`src/rtl/gcd_pkg.sv`:
```
// Shared definitions for the GCD core driver: FSM state encoding and default sizing.
package gcd_pkg;

  localparam int DEF_WIDTH   = 8;
  localparam int DEF_DEPTH   = 4;
  localparam int DEF_TIMEOUT = 1024;

  typedef enum logic [2:0] {
    IDLE,
    WAIT_AVAIL,
    ISSUE,
    WAIT_RESULT,
    ACK,
    WAIT_CLR,
    DONE
  } gcd_state_t;

endpackage

```
`src/rtl/gcd_slot_ram.sv`:
```
// Operand-pair table ({A,B} per slot) and result table, each with one write port
// and one combinational read port. Only the result table is cleared by reset.
module gcd_slot_ram
  import gcd_pkg::*;
#(
  parameter int WIDTH = DEF_WIDTH,
  parameter int DEPTH = DEF_DEPTH,
  localparam int AW   = $clog2(DEPTH)
) (
  input  logic               clk,
  input  logic               rst,
  input  logic               pair_we,
  input  logic [AW-1:0]      pair_waddr,
  input  logic [2*WIDTH-1:0] pair_wdata,
  input  logic [AW-1:0]      pair_raddr,
  output logic [2*WIDTH-1:0] pair_rdata,
  input  logic               res_we,
  input  logic [AW-1:0]      res_waddr,
  input  logic [WIDTH-1:0]   res_wdata,
  input  logic [AW-1:0]      res_raddr,
  output logic [WIDTH-1:0]   res_rdata
);

  logic [2*WIDTH-1:0] pairs   [DEPTH];
  logic [WIDTH-1:0]   results [DEPTH];

  always_ff @(posedge clk) begin
    if (pair_we) pairs[pair_waddr] <= pair_wdata;
  end

  always_ff @(posedge clk) begin
    if (rst) begin
      for (int i = 0; i < DEPTH; i++) results[i] <= '0;
    end else if (res_we) begin
      results[res_waddr] <= res_wdata;
    end
  end

  assign pair_rdata = pairs[pair_raddr];
  assign res_rdata  = results[res_raddr];

endmodule

```
`src/rtl/gcd_driver.sv`:
```
// Sequences stored operand pairs through an external GCD core one at a time,
// collecting each result with a per-transaction watchdog.
module gcd_driver
  import gcd_pkg::*;
#(
  parameter int WIDTH   = DEF_WIDTH,
  parameter int DEPTH   = DEF_DEPTH,
  parameter int TIMEOUT = DEF_TIMEOUT,
  localparam int AW     = $clog2(DEPTH),
  localparam int CW     = AW + 1,
  localparam int WW     = $clog2(TIMEOUT) + 1
) (
  input  logic             sys_clk,
  input  logic             sys_rst,
  input  logic             load_valid,
  input  logic [WIDTH-1:0] load_a,
  input  logic [WIDTH-1:0] load_b,
  output logic             load_ready,
  input  logic             clear,
  input  logic             start,
  output logic             busy,
  output logic             done,
  output logic             error,
  input  logic [AW-1:0]    rd_addr,
  output logic [WIDTH-1:0] rd_data,
  output logic [WIDTH-1:0] operand_A,
  output logic [WIDTH-1:0] operand_B,
  input  logic             input_available,
  output logic             input_ready,
  input  logic             result_rdy,
  input  logic [WIDTH-1:0] result_data,
  output logic             result_taken
);

  gcd_state_t state, state_nx;

  logic [CW-1:0]      count;
  logic [AW-1:0]      idx;
  logic [WW-1:0]      wdog;
  logic [WIDTH-1:0]   hold_a, hold_b;
  logic [2*WIDTH-1:0] pair_rdata;
  logic               pair_we, res_we;
  logic [WIDTH-1:0]   res_wdata;
  logic               active, wdog_hit, last;

  assign active   = (state == WAIT_AVAIL) || (state == ISSUE) || (state == WAIT_RESULT);
  assign wdog_hit = (wdog == WW'(TIMEOUT - 1));
  assign last     = ((CW'(idx) + CW'(1)) >= count);

  assign load_ready   = (state == IDLE) && (count < CW'(DEPTH));
  assign busy         = (state != IDLE);
  assign done         = (state == DONE);
  assign input_ready  = (state == ISSUE);
  assign result_taken = (state == ACK);

  // Operands track the selected pair while a transaction is live, then freeze.
  assign operand_A = active ? pair_rdata[2*WIDTH-1:WIDTH] : hold_a;
  assign operand_B = active ? pair_rdata[WIDTH-1:0]       : hold_b;

  gcd_slot_ram #(
    .WIDTH (WIDTH),
    .DEPTH (DEPTH)
  ) u_slot_ram (
    .clk        (sys_clk),
    .rst        (sys_rst),
    .pair_we    (pair_we),
    .pair_waddr (count[AW-1:0]),
    .pair_wdata ({load_a, load_b}),
    .pair_raddr (idx),
    .pair_rdata (pair_rdata),
    .res_we     (res_we),
    .res_waddr  (idx),
    .res_wdata  (res_wdata),
    .res_raddr  (rd_addr),
    .res_rdata  (rd_data)
  );

  always_comb begin
    state_nx  = state;
    pair_we   = 1'b0;
    res_we    = 1'b0;
    res_wdata = result_data;
    case (state)
      IDLE: begin
        pair_we = load_valid && load_ready && !clear && !sys_rst;
        if (!clear && start) state_nx = (count != '0) ? WAIT_AVAIL : DONE;
      end
      WAIT_AVAIL: if (input_available) state_nx = ISSUE;
      ISSUE:      state_nx = WAIT_RESULT;
      WAIT_RESULT: begin
        if (result_rdy) begin
          res_we   = 1'b1;
          state_nx = ACK;
        end else if (wdog_hit) begin
          res_we    = 1'b1;
          res_wdata = '1;
          state_nx  = DONE;
        end
      end
      ACK:      state_nx = WAIT_CLR;
      WAIT_CLR: if (!result_rdy) state_nx = last ? DONE : WAIT_AVAIL;
      DONE:     state_nx = IDLE;
      default:  state_nx = IDLE;
    endcase
  end

  always_ff @(posedge sys_clk) begin
    if (sys_rst) begin
      state  <= IDLE;
      count  <= '0;
      idx    <= '0;
      wdog   <= '0;
      error  <= 1'b0;
      hold_a <= '0;
      hold_b <= '0;
    end else begin
      state <= state_nx;
      if (state == IDLE && clear) begin
        count <= '0;
        idx   <= '0;
      end else begin
        if (pair_we) count <= count + CW'(1);
        if (state == IDLE && start && count != '0) begin
          idx   <= '0;
          error <= 1'b0;
        end
      end
      if (state == ISSUE) wdog <= '0;
      else if (state == WAIT_RESULT) wdog <= wdog + WW'(1);
      if (state == WAIT_RESULT && !result_rdy && wdog_hit) error <= 1'b1;
      if (state == WAIT_CLR && !result_rdy && !last) idx <= idx + AW'(1);
      if (active) begin
        hold_a <= pair_rdata[2*WIDTH-1:WIDTH];
        hold_b <= pair_rdata[WIDTH-1:0];
      end
    end
  end

endmodule
```
`config.mk`:
```
export PLATFORM = sky130hd
export DESIGN_NAME = gcd_driver
export DESIGN_NICKNAME = d
export VERILOG_FILES = /design/src/rtl/gcd_pkg.sv /design/src/rtl/gcd_slot_ram.sv /design/src/rtl/gcd_driver.sv
export SDC_FILE = /design/constraint.sdc
export NUM_CORES = 1
export LEC_CHECK = 0
export CELL_PAD_IN_SITES_DETAIL_PLACEMENT = 0
export CELL_PAD_IN_SITES_GLOBAL_PLACEMENT = 1
export CORE_MARGIN = 3
export CORE_UTILIZATION = 47
export CTS_CLUSTER_SIZE = 24
export DETAILED_ROUTE_END_ITERATION = 8
export HOLD_SLACK_MARGIN = 0.15
export PLACE_DENSITY_LB_ADDON = 0.1
export SLEW_MARGIN = 20
export SYNTH_ARGS = -nofsm -noshare
export SYNTH_HDL_FRONTEND = slang
export SYNTH_SLANG_ARGS = --single-unit
```
`constraint.sdc`:
```
create_clock -name sys_clk -period 3.3 [get_ports sys_clk]
set_input_delay 0.495 -clock sys_clk [delete_from_list [all_inputs] [get_ports sys_clk]]
set_output_delay 0.495 -clock sys_clk [all_outputs]
set_load 0.02 [all_outputs]
```
==> run metrics, run 1 <==
flop and latch count out of synthesis=134; power density cells=721 nW/µm²; Die Ht=115 µm; CTS root buf=clkbuf_16; Yosys cell types=48; FF+latch area=3640 µm²; RSZ-0062 raised after global routing=false; Die W=115 µm; MaxCap Viol Count=0; synth-to-layout area growth=26.1%; status=finished clean; Clk Latency, worst-skew pair=0.42 ns; largest net degree at the start of global routing=21; Detail Route Antenna Nets=0; core utilization of the finished layout=0.614; row count=39; metal2 WL=5550 µm; routed via count=3338; Detailed Route Iter0 Violations=163; Area after DPL=6440 µm²; die area=13300 µm²; Setup Buffers After CTS=0; final hold slack=0.491 ns; first-pass GRT wire length=17800 µm; Starting Density=0.486; drt drc=0; Synth Warn #=0; Async SR Flop Fraction=0; CP max-delay cell=o21bai_2; Max Clk Rate=0.327 GHz; H-tree Lvls=4; Wirelength per Cell=17.6 µm; Worst Setup Path Type=reg2out; most common cell after layout, fill and taps aside=edfxtp_1; routed vias/inst=5.46; Syn Nets=418; number of diodes=0; Slew Viols, Final=0; I/O Pins=63; 1st-pass router iterations=5; Tmin final=3.06 ns; Setup crit start kind=flop; CTS tree=done; clk slew on worst S/H paths=0.06 ns; Final HPWL DP=7050 µm; final worst path period share=0.927; initial antenna violation count=0; Crit path max-delay family=compound AO/OA/AOI/OAI gates; total CTS buffers=17; commonest cells after routing, fill and taps aside=96 x edfxtp_1, 62 x clkdlybuf4s50_1, 50 x nor2_1; remaining global-route overflow=0; LEAKAGE=2.52 nW; buffer levels on the longest clock path=2; share of cells above drive strength 1=0.212; Worst Path Buf+Inv=1; peak per-stage delay on the critical path=0.82 ns; GRT Util Overall=0.182; Worst-Margin Slew=1.04 ns; wire length on met3=498 µm; clk sink count=134; met1 WL=4570 µm; Relative slew margins=0.308; global placement routability congestion=0.768; Post-synth EDFFs=96; core area=11500 µm²; Peak supply drop=0.508 mV; multi-input logic area=1870 µm²; Layout Nets=497; Hold Fails Final Rpt=0; CP Max Fanout=16; post-synthesis cell area=5600 µm²; Setup Skew=0.00721 ns; Fill cells=912; Synth Area per Inst=14.9 µm²; final setup violating endpoints=0; hold buffer count at CTS=0; prevailing post-synth register cell=edfxtp_1; IO Port Bufs=62; vias in the first global route=3480; Seq/Total Area, Yosys=0.650; Arr. time, crit path=2.56 ns; TNS Setup=0 ns; WL final=10800 µm; post-CTS sizing=0; WP data required=2.80 ns; CP Capture Type=output pin; uppermost layer routed=met4; Post-Synthesis Cells=376; worst-path cell chain=o21bai_2 > mux2_2 > clkdlybuf4s50_1; Finished Cell Area=7070 µm²; class of the worst hold path=reg2reg
-- registers in the layout, indices dropped and copies added (netlist names), named ones only --
signal and flops:
u_slot_ram.pairs 64, state 3, wdog 11, count 3
u_slot_ram.results 32, error 1, hold_b 8, hold_a 8
idx 2
-- cells by family after synthesis --
| logic type | share of synthesized area |
|---|---|
| AOI/OAI and AO/OA | 0.0474 |
| xor gates and xnor gates | 0.0172 |
| adders and majority gates | 0.0201 |
| buffers and inverters | 0.0172 |
| DFF | 0.650 |
| muxes | 0.130 |
| and+or+nand+nor | 0.117 |
-- through the flow --
step | setup WS, ns | cells | total power (W)
floorplan | 0.338 | 376 | 0.00270
CTS | 0.171 | 611 | 0.00515
global placement | 0.360 | 579 | 0.00318
finish | 0.242 | 611 | 0.00509
detailed placement | 0.272 | 579 | 0.00319
global route | 0.138 | 611 | 0.00530
-- cell usage after synthesis (2+ instances only) --
master | count | area [µm²]
buf_2 | 4 | 20.0
nand2b_1 | 9 | 56.3
mux4_2 | 24 | 541
nor3_2 | 2 | 20.0
nor4_1 | 4 | 25.0
clkbuf_1 | 7 | 26.3
inv_1 | 8 | 30.0
nand4b_2 | 2 | 30.0
nor2b_1 | 19 | 119
or2_2 | 2 | 12.5
xnor2_1 | 7 | 61.3
dfxtp_1 | 38 | 761
nand3_1 | 5 | 25.0
o31ai_1 | 2 | 15.0
nor2_1 | 50 | 188
nand4_1 | 2 | 12.5
o21ai_0 | 2 | 10.0
o211ai_1 | 3 | 22.5
a21oi_1 | 18 | 90.1
and2_1 | 4 | 25.0
buf_1 | 2 | 7.51
edfxtp_1 | 96 | 2880
ha_1 | 9 | 113
mux2_2 | 16 | 180
o21a_1 | 2 | 15.0
nor3_1 | 3 | 15.0
xor2_1 | 4 | 35.0
a31oi_1 | 2 | 12.5
nand2_1 | 11 | 41.3
-- layout make-up --
class                   instances  area share
inverters                       8     0.00425
flip-flops and latches        134       0.516
clock buffers                  19      0.0641
well taps                     143      0.0253
clock inverters                13      0.0241
multi-input cells             219       0.265
repair buffers                 75       0.102
-- per-layer routing --
layer	GRT usage	up-vias
met2	0.297	76
met1	0.219	1665
met4	0.0814	0
met3	0.0611	13
met5	0	-
li1	-	1584
-- worst paths after layout --
check,start,end,slack (ns),depth (start not counted)
setup reg to reg,wdog[0]$_SDFFE_PP0N_,u_slot_ram.results[1][5]$_SDFFCE_PN0P_,0.80,5
hold / removal,wdog[1]$_SDFFE_PP0N_,wdog[1]$_SDFFE_PP0N_,0.49,2
setup / recovery,state[1]$_SDFFE_PP0P_,operand_B[3],0.24,3
hold reg to reg,wdog[1]$_SDFFE_PP0N_,wdog[1]$_SDFFE_PP0N_,0.49,2
-- power breakdown --
| group | internal [W] | switching, W | leakage, nW |
|---|---|---|---|
| Sequential | 0.00191 | 0.0000487 | 1.22 |
| Clock | 0.00124 | 0.000718 | 0.309 |
| Combinational | 0.000574 | 0.000601 | 0.997 |
| Total | 0.00373 | 0.00137 | 2.52 |
-- tightest hold or removal path, delay by kind of cell, from the launching register on --
kind	cells	cell delay, ns
compound gates	1	0.06
simple gates	1	0.06
flops	1	0.32
Power figures use the tool's default switching activity.
==> run 2: changes to the inputs <==
Settings changed: MAX_ROUTING_LAYER set to met4.
==> run metrics, run 2 (synthesis gave the netlist of run 1 again) <==
switching share of total power=0.268; WL final=10800 µm; share of cells above drive strength 1=0.212; Worst-Margin Slew=1.04 ns; max reg flops=64; clk slew on worst S/H paths=0.06 ns; CTS root buf=clkbuf_16; global placement routability congestion=0.778; IO Port Bufs=62; Setup Buffers After CTS=0; Critical R2R Capture=u_slot_ram.results[1][1]$_SDFFCE_PN0P_; final worst path period share=0.927; Peak supply drop=0.508 mV; Die Ht=115 µm; register with the most flip-flops=u_slot_ram.pairs; Arr. time, crit path=2.56 ns; CP Capture Type=output pin; TNS Setup=0 ns; Relative slew margins=0.306; Starting Density=0.486; total CTS buffers=17; most common cell after layout, fill and taps aside=edfxtp_1; routed via count=3332; P_sw=0.00136 W; CP Max Fanout=16; synth-to-layout area growth=26.1%; row count=39; first-pass GRT wire length=17800 µm; drt drc=0; Clk pwr share=0.383; 1st-pass router iterations=4; commonest cells after routing, fill and taps aside=96 x edfxtp_1, 62 x clkdlybuf4s50_1, 50 x nor2_1; Worst Setup Path Type=reg2out; status=finished clean; routed vias/inst=5.45; reg2reg setup slack=0.80 ns; Clk Latency, worst-skew pair=0.42 ns; Worst Reg-to-Reg Cells=5; number of diodes=0; Crit. Startpoint=state[1]$_SDFFE_PP0P_; post-CTS sizing=0; final hold slack=0.490 ns; power density cells=720 nW/µm²; Wirelength per Cell=17.6 µm; combinational share of power=0.231; CTS tree=done; Setup crit start kind=flop; Reg power frac=0.386; Hold Fails Final Rpt=0; final setup violating endpoints=0; Detailed Route Iter0 Violations=180; initial antenna violation count=0; remaining global-route overflow=0; vias in the first global route=3485; Max Clk Rate=0.327 GHz; class of the worst hold path=reg2reg; core area=11500 µm²; r2r startpoint=wdog[0]$_SDFFE_PP0N_; Slew Viols, Final=0; clk sink count=134; Tmin final=3.06 ns; Setup Skew=0.00673 ns; crit path to=operand_B[3]; RSZ-0062 raised after global routing=false; buffer levels on the longest clock path=2; Area after DPL=6440 µm²; Finished Cell Area=7070 µm²; MaxCap Viol Count=0; H-tree Lvls=4; Die W=115 µm; largest net degree at the start of global routing=21; die area=13300 µm²; I/O Pins=63; hold buffer count at CTS=0; LEAKAGE=2.52 nW; Layout Nets=497; GRT Util Overall=0.188; Detail Route Antenna Nets=0; P_int=0.00373 W; biggest regs=u_slot_ram.pairs: 64 flops, u_slot_ram.results: 32 flops, wdog: 11 flops; Final HPWL DP=7050 µm; WP data required=2.80 ns
[run 2: cell counts in the layout (fill, tap and decap cells not counted)]
No cell type changed its count.
[run 2: worst min-delay path by stage]
stage,from,to,cells past startpoint
after floorplan,wdog[1]$_SDFFE_PP0N_,wdog[1]$_SDFFE_PP0N_,2
after global placement,wdog[1]$_SDFFE_PP0N_,wdog[1]$_SDFFE_PP0N_,2
after detailed placement,wdog[1]$_SDFFE_PP0N_,wdog[1]$_SDFFE_PP0N_,2
after CTS,wdog[1]$_SDFFE_PP0N_,wdog[1]$_SDFFE_PP0N_,2
after global routing,wdog[1]$_SDFFE_PP0N_,wdog[1]$_SDFFE_PP0N_,2
final,wdog[1]$_SDFFE_PP0N_,wdog[1]$_SDFFE_PP0N_,2
[run 2: per-layer routing]
| layer | vias to the layer above | share of wire | routed length (µm) | global-route usage |
|---|---|---|---|---|
| li1 | 1581 | - | - | - |
| met1 | 1662 | 0.43 | 4580 | 0.218 |
| met2 | 76 | 0.51 | 5490 | 0.297 |
| met3 | 13 | 0.048 | 518 | 0.0647 |
| met4 | 0 | 0.016 | 175 | 0.0814 |
| met5 | - | 0 | 0 | - |
[run 2: final cells by class]
| class | instances | area (µm²) |
|---|---|---|
| fillers | 912 | 4450 |
| multi-input cells | 219 | 1870 |
| flip-flops and latches | 134 | 3640 |
| repair buffers | 75 | 718 |
| inverters | 8 | 30.0 |
| clock inverters | 13 | 170 |
| well taps | 143 | 179 |
| clock buffers | 19 | 453 |
[run 2: power groups by stage]
| stage | clock [W] | sequential [W] | combinational [W] |
|---|---|---|---|
| final | 0.00195 | 0.00196 | 0.00117 |
| after global routing | 0.00207 | 0.00198 | 0.00127 |
| after CTS | 0.00199 | 0.00196 | 0.00119 |
| after detailed placement | 0 | 0.00200 | 0.00119 |
| after global placement | 0 | 0.00200 | 0.00118 |
| after floorplan | 0 | 0.00198 | 0.000717 |
[run 2: critical path, cell delays in order, from the launching register on]
cell and delay (ns):
dfxtp_1 0.32, o21bai_2 0.82, mux2_2 0.45, clkdlybuf4s50_1 0.55
[run 2: per-stage QoR]
| stage | utilization | std cells | total power [W] | setup WS, ns |
|---|---|---|---|---|
| after floorplan | - | 376 | 0.00270 | 0.338 |
| after global routing | 0.614 | 611 | 0.00531 | 0.134 |
| final | 0.614 | 611 | 0.00509 | 0.242 |
| after CTS | 0.614 | 611 | 0.00515 | 0.171 |
| after detailed placement | 0.559 | 579 | 0.00319 | 0.272 |
| after global placement | 0.559 | 579 | 0.00318 | 0.360 |
==> run 3: changes to the inputs <==
Settings changed: SETUP_SLACK_MARGIN set to 0.15.
==> run metrics, run 3 (synthesis gave the netlist of run 1 again) <==
status=finished clean; clk sink count=134; Setup crit start kind=primary input; hold buffer count at CTS=0; vias in the first global route=3485; Crit. Startpoint=rd_addr[0]; Slew Viols, Final=0; r2r startpoint=wdog[0]$_SDFFE_PP0N_; crit path to=rd_data[7]; final worst path period share=0.895; commonest cells after routing, fill and taps aside=96 x edfxtp_1, 62 x clkdlybuf4s50_1, 50 x nor2_1; class of the worst hold path=reg2reg; WP data required=2.80 ns; biggest regs=u_slot_ram.pairs: 64 flops, u_slot_ram.results: 32 flops, wdog: 11 flops; Relative slew margins=0.492; Worst Reg-to-Reg Cells=5; MaxCap Viol Count=0; LEAKAGE=2.52 nW; GRT Util Overall=0.188; routed vias/inst=5.46; P_int=0.00373 W; Inst Count DP=579; global placement routability congestion=0.778; routed via count=3335; clk slew on worst S/H paths=0.06 ns; Reg power frac=0.386; H-tree Lvls=4; Critical R2R Capture=u_slot_ram.results[1][1]$_SDFFCE_PN0P_; Detail Route Antenna Nets=0; Worst-Margin Slew=0.758 ns; max reg flops=64; Clk Latency, worst-skew pair=0.42 ns; core area=11500 µm²; Starting Density=0.486; Wirelength per Cell=17.7 µm; number of diodes=0; final setup violating endpoints=0; final cell count without fillers=611; drt drc=0; RSZ-0062 raised after global routing=false; WL final=10800 µm; I/O Pins=63; most common cell after layout, fill and taps aside=edfxtp_1; Hold Fails Final Rpt=0; register with the most flip-flops=u_slot_ram.pairs; initial antenna violation count=0; Area after DPL=6440 µm²; reg2reg setup slack=0.80 ns; share of cells above drive strength 1=0.212; buffer levels on the longest clock path=2; Clk pwr share=0.382; Die Ht=115 µm; Max Clk Rate=0.339 GHz; CTS root buf=clkbuf_16; largest net degree at the start of global routing=21; Arr. time, crit path=2.46 ns; Peak supply drop=0.507 mV; Die W=115 µm; IO Port Bufs=62; CP Capture Type=output pin; Tmin final=2.95 ns; total CTS buffers=17; Finished Cell Area=7070 µm²; switching share of total power=0.268; die area=13300 µm²; Fill cells=912; remaining global-route overflow=0; Final HPWL DP=7050 µm; synth-to-layout area growth=26.3%; CP Max Fanout=8; Worst Setup Path Type=in2out; row count=39; power density cells=721 nW/µm²; Detailed Route Iter0 Violations=185; combinational share of power=0.232; first-pass GRT wire length=17800 µm; TNS Setup=0 ns; CTS tree=done; Layout Nets=497; P_sw=0.00136 W; Setup Skew=0.00660 ns; 1st-pass router iterations=4
run 3: critical path: stages:
cell	delay (ns)
clkdlybuf4s50_1	0.81
mux4_2	0.59
clkdlybuf4s50_1	0.56
run 3: final cells by class:
type / count / area [µm²] / share of cell area
inverter: 8 / 30.0 / 0.00425
tap: 143 / 179 / 0.0253
multi-input combinational: 219 / 1880 / 0.266
clock inverter: 13 / 170 / 0.0241
sequential: 134 / 3640 / 0.515
timing repair buffer: 75 / 718 / 0.102
clock buffer: 19 / 453 / 0.0640
run 3: power by group through the flow:
stage	sequential, W	clock [W]	combinational (W)
2_1_floorplan	0.00198	0	0.000717
3_3_place_gp	0.00200	0	0.00118
3_5_place_dp	0.00200	0	0.00119
4_1_cts	0.00196	0.00199	0.00119
5_1_grt	0.00198	0.00207	0.00127
6_report	0.00197	0.00195	0.00118
run 3: how the worst min path moves through the flow:
stage               slack, ns                 start              endpoint  cells past startpoint
floorplan                0.45  wdog[1]$_SDFFE_PP0N_  wdog[1]$_SDFFE_PP0N_                      2
global placement         0.46  wdog[1]$_SDFFE_PP0N_  wdog[1]$_SDFFE_PP0N_                      2
detailed placement       0.48  wdog[1]$_SDFFE_PP0N_  wdog[1]$_SDFFE_PP0N_                      2
CTS                      0.49  wdog[1]$_SDFFE_PP0N_  wdog[1]$_SDFFE_PP0N_                      2
global route             0.54  wdog[1]$_SDFFE_PP0N_  wdog[1]$_SDFFE_PP0N_                      2
finish                   0.49  wdog[1]$_SDFFE_PP0N_  wdog[1]$_SDFFE_PP0N_                      2
run 3: layer usage:
layer  GRT usage  share of wire  vias to the layer above
met5           -              0                        -
li1            -              -                     1580
met1       0.218           0.43                     1668
met3      0.0647          0.048                       11
met4      0.0814          0.015                        0
met2       0.297           0.51                       76
run 3: timing repair:
action / CTS / global route
resized for setup: 0 / 1
buffers inserted: 0 / 0
hold endpoints to repair: 0 / 0
endpoints found under the setup margin: 0 / 9
run 3: stage by stage:
stage	util	hold slack [ns]	setup WS [ns]	power [W]
global placement	0.559	0.463	0.360	0.00318
detailed placement	0.559	0.482	0.272	0.00319
finish	0.614	0.492	0.346	0.00510
CTS	0.614	0.490	0.171	0.00515
floorplan	-	0.449	0.338	0.00270
global route	0.614	0.535	0.217	0.00532
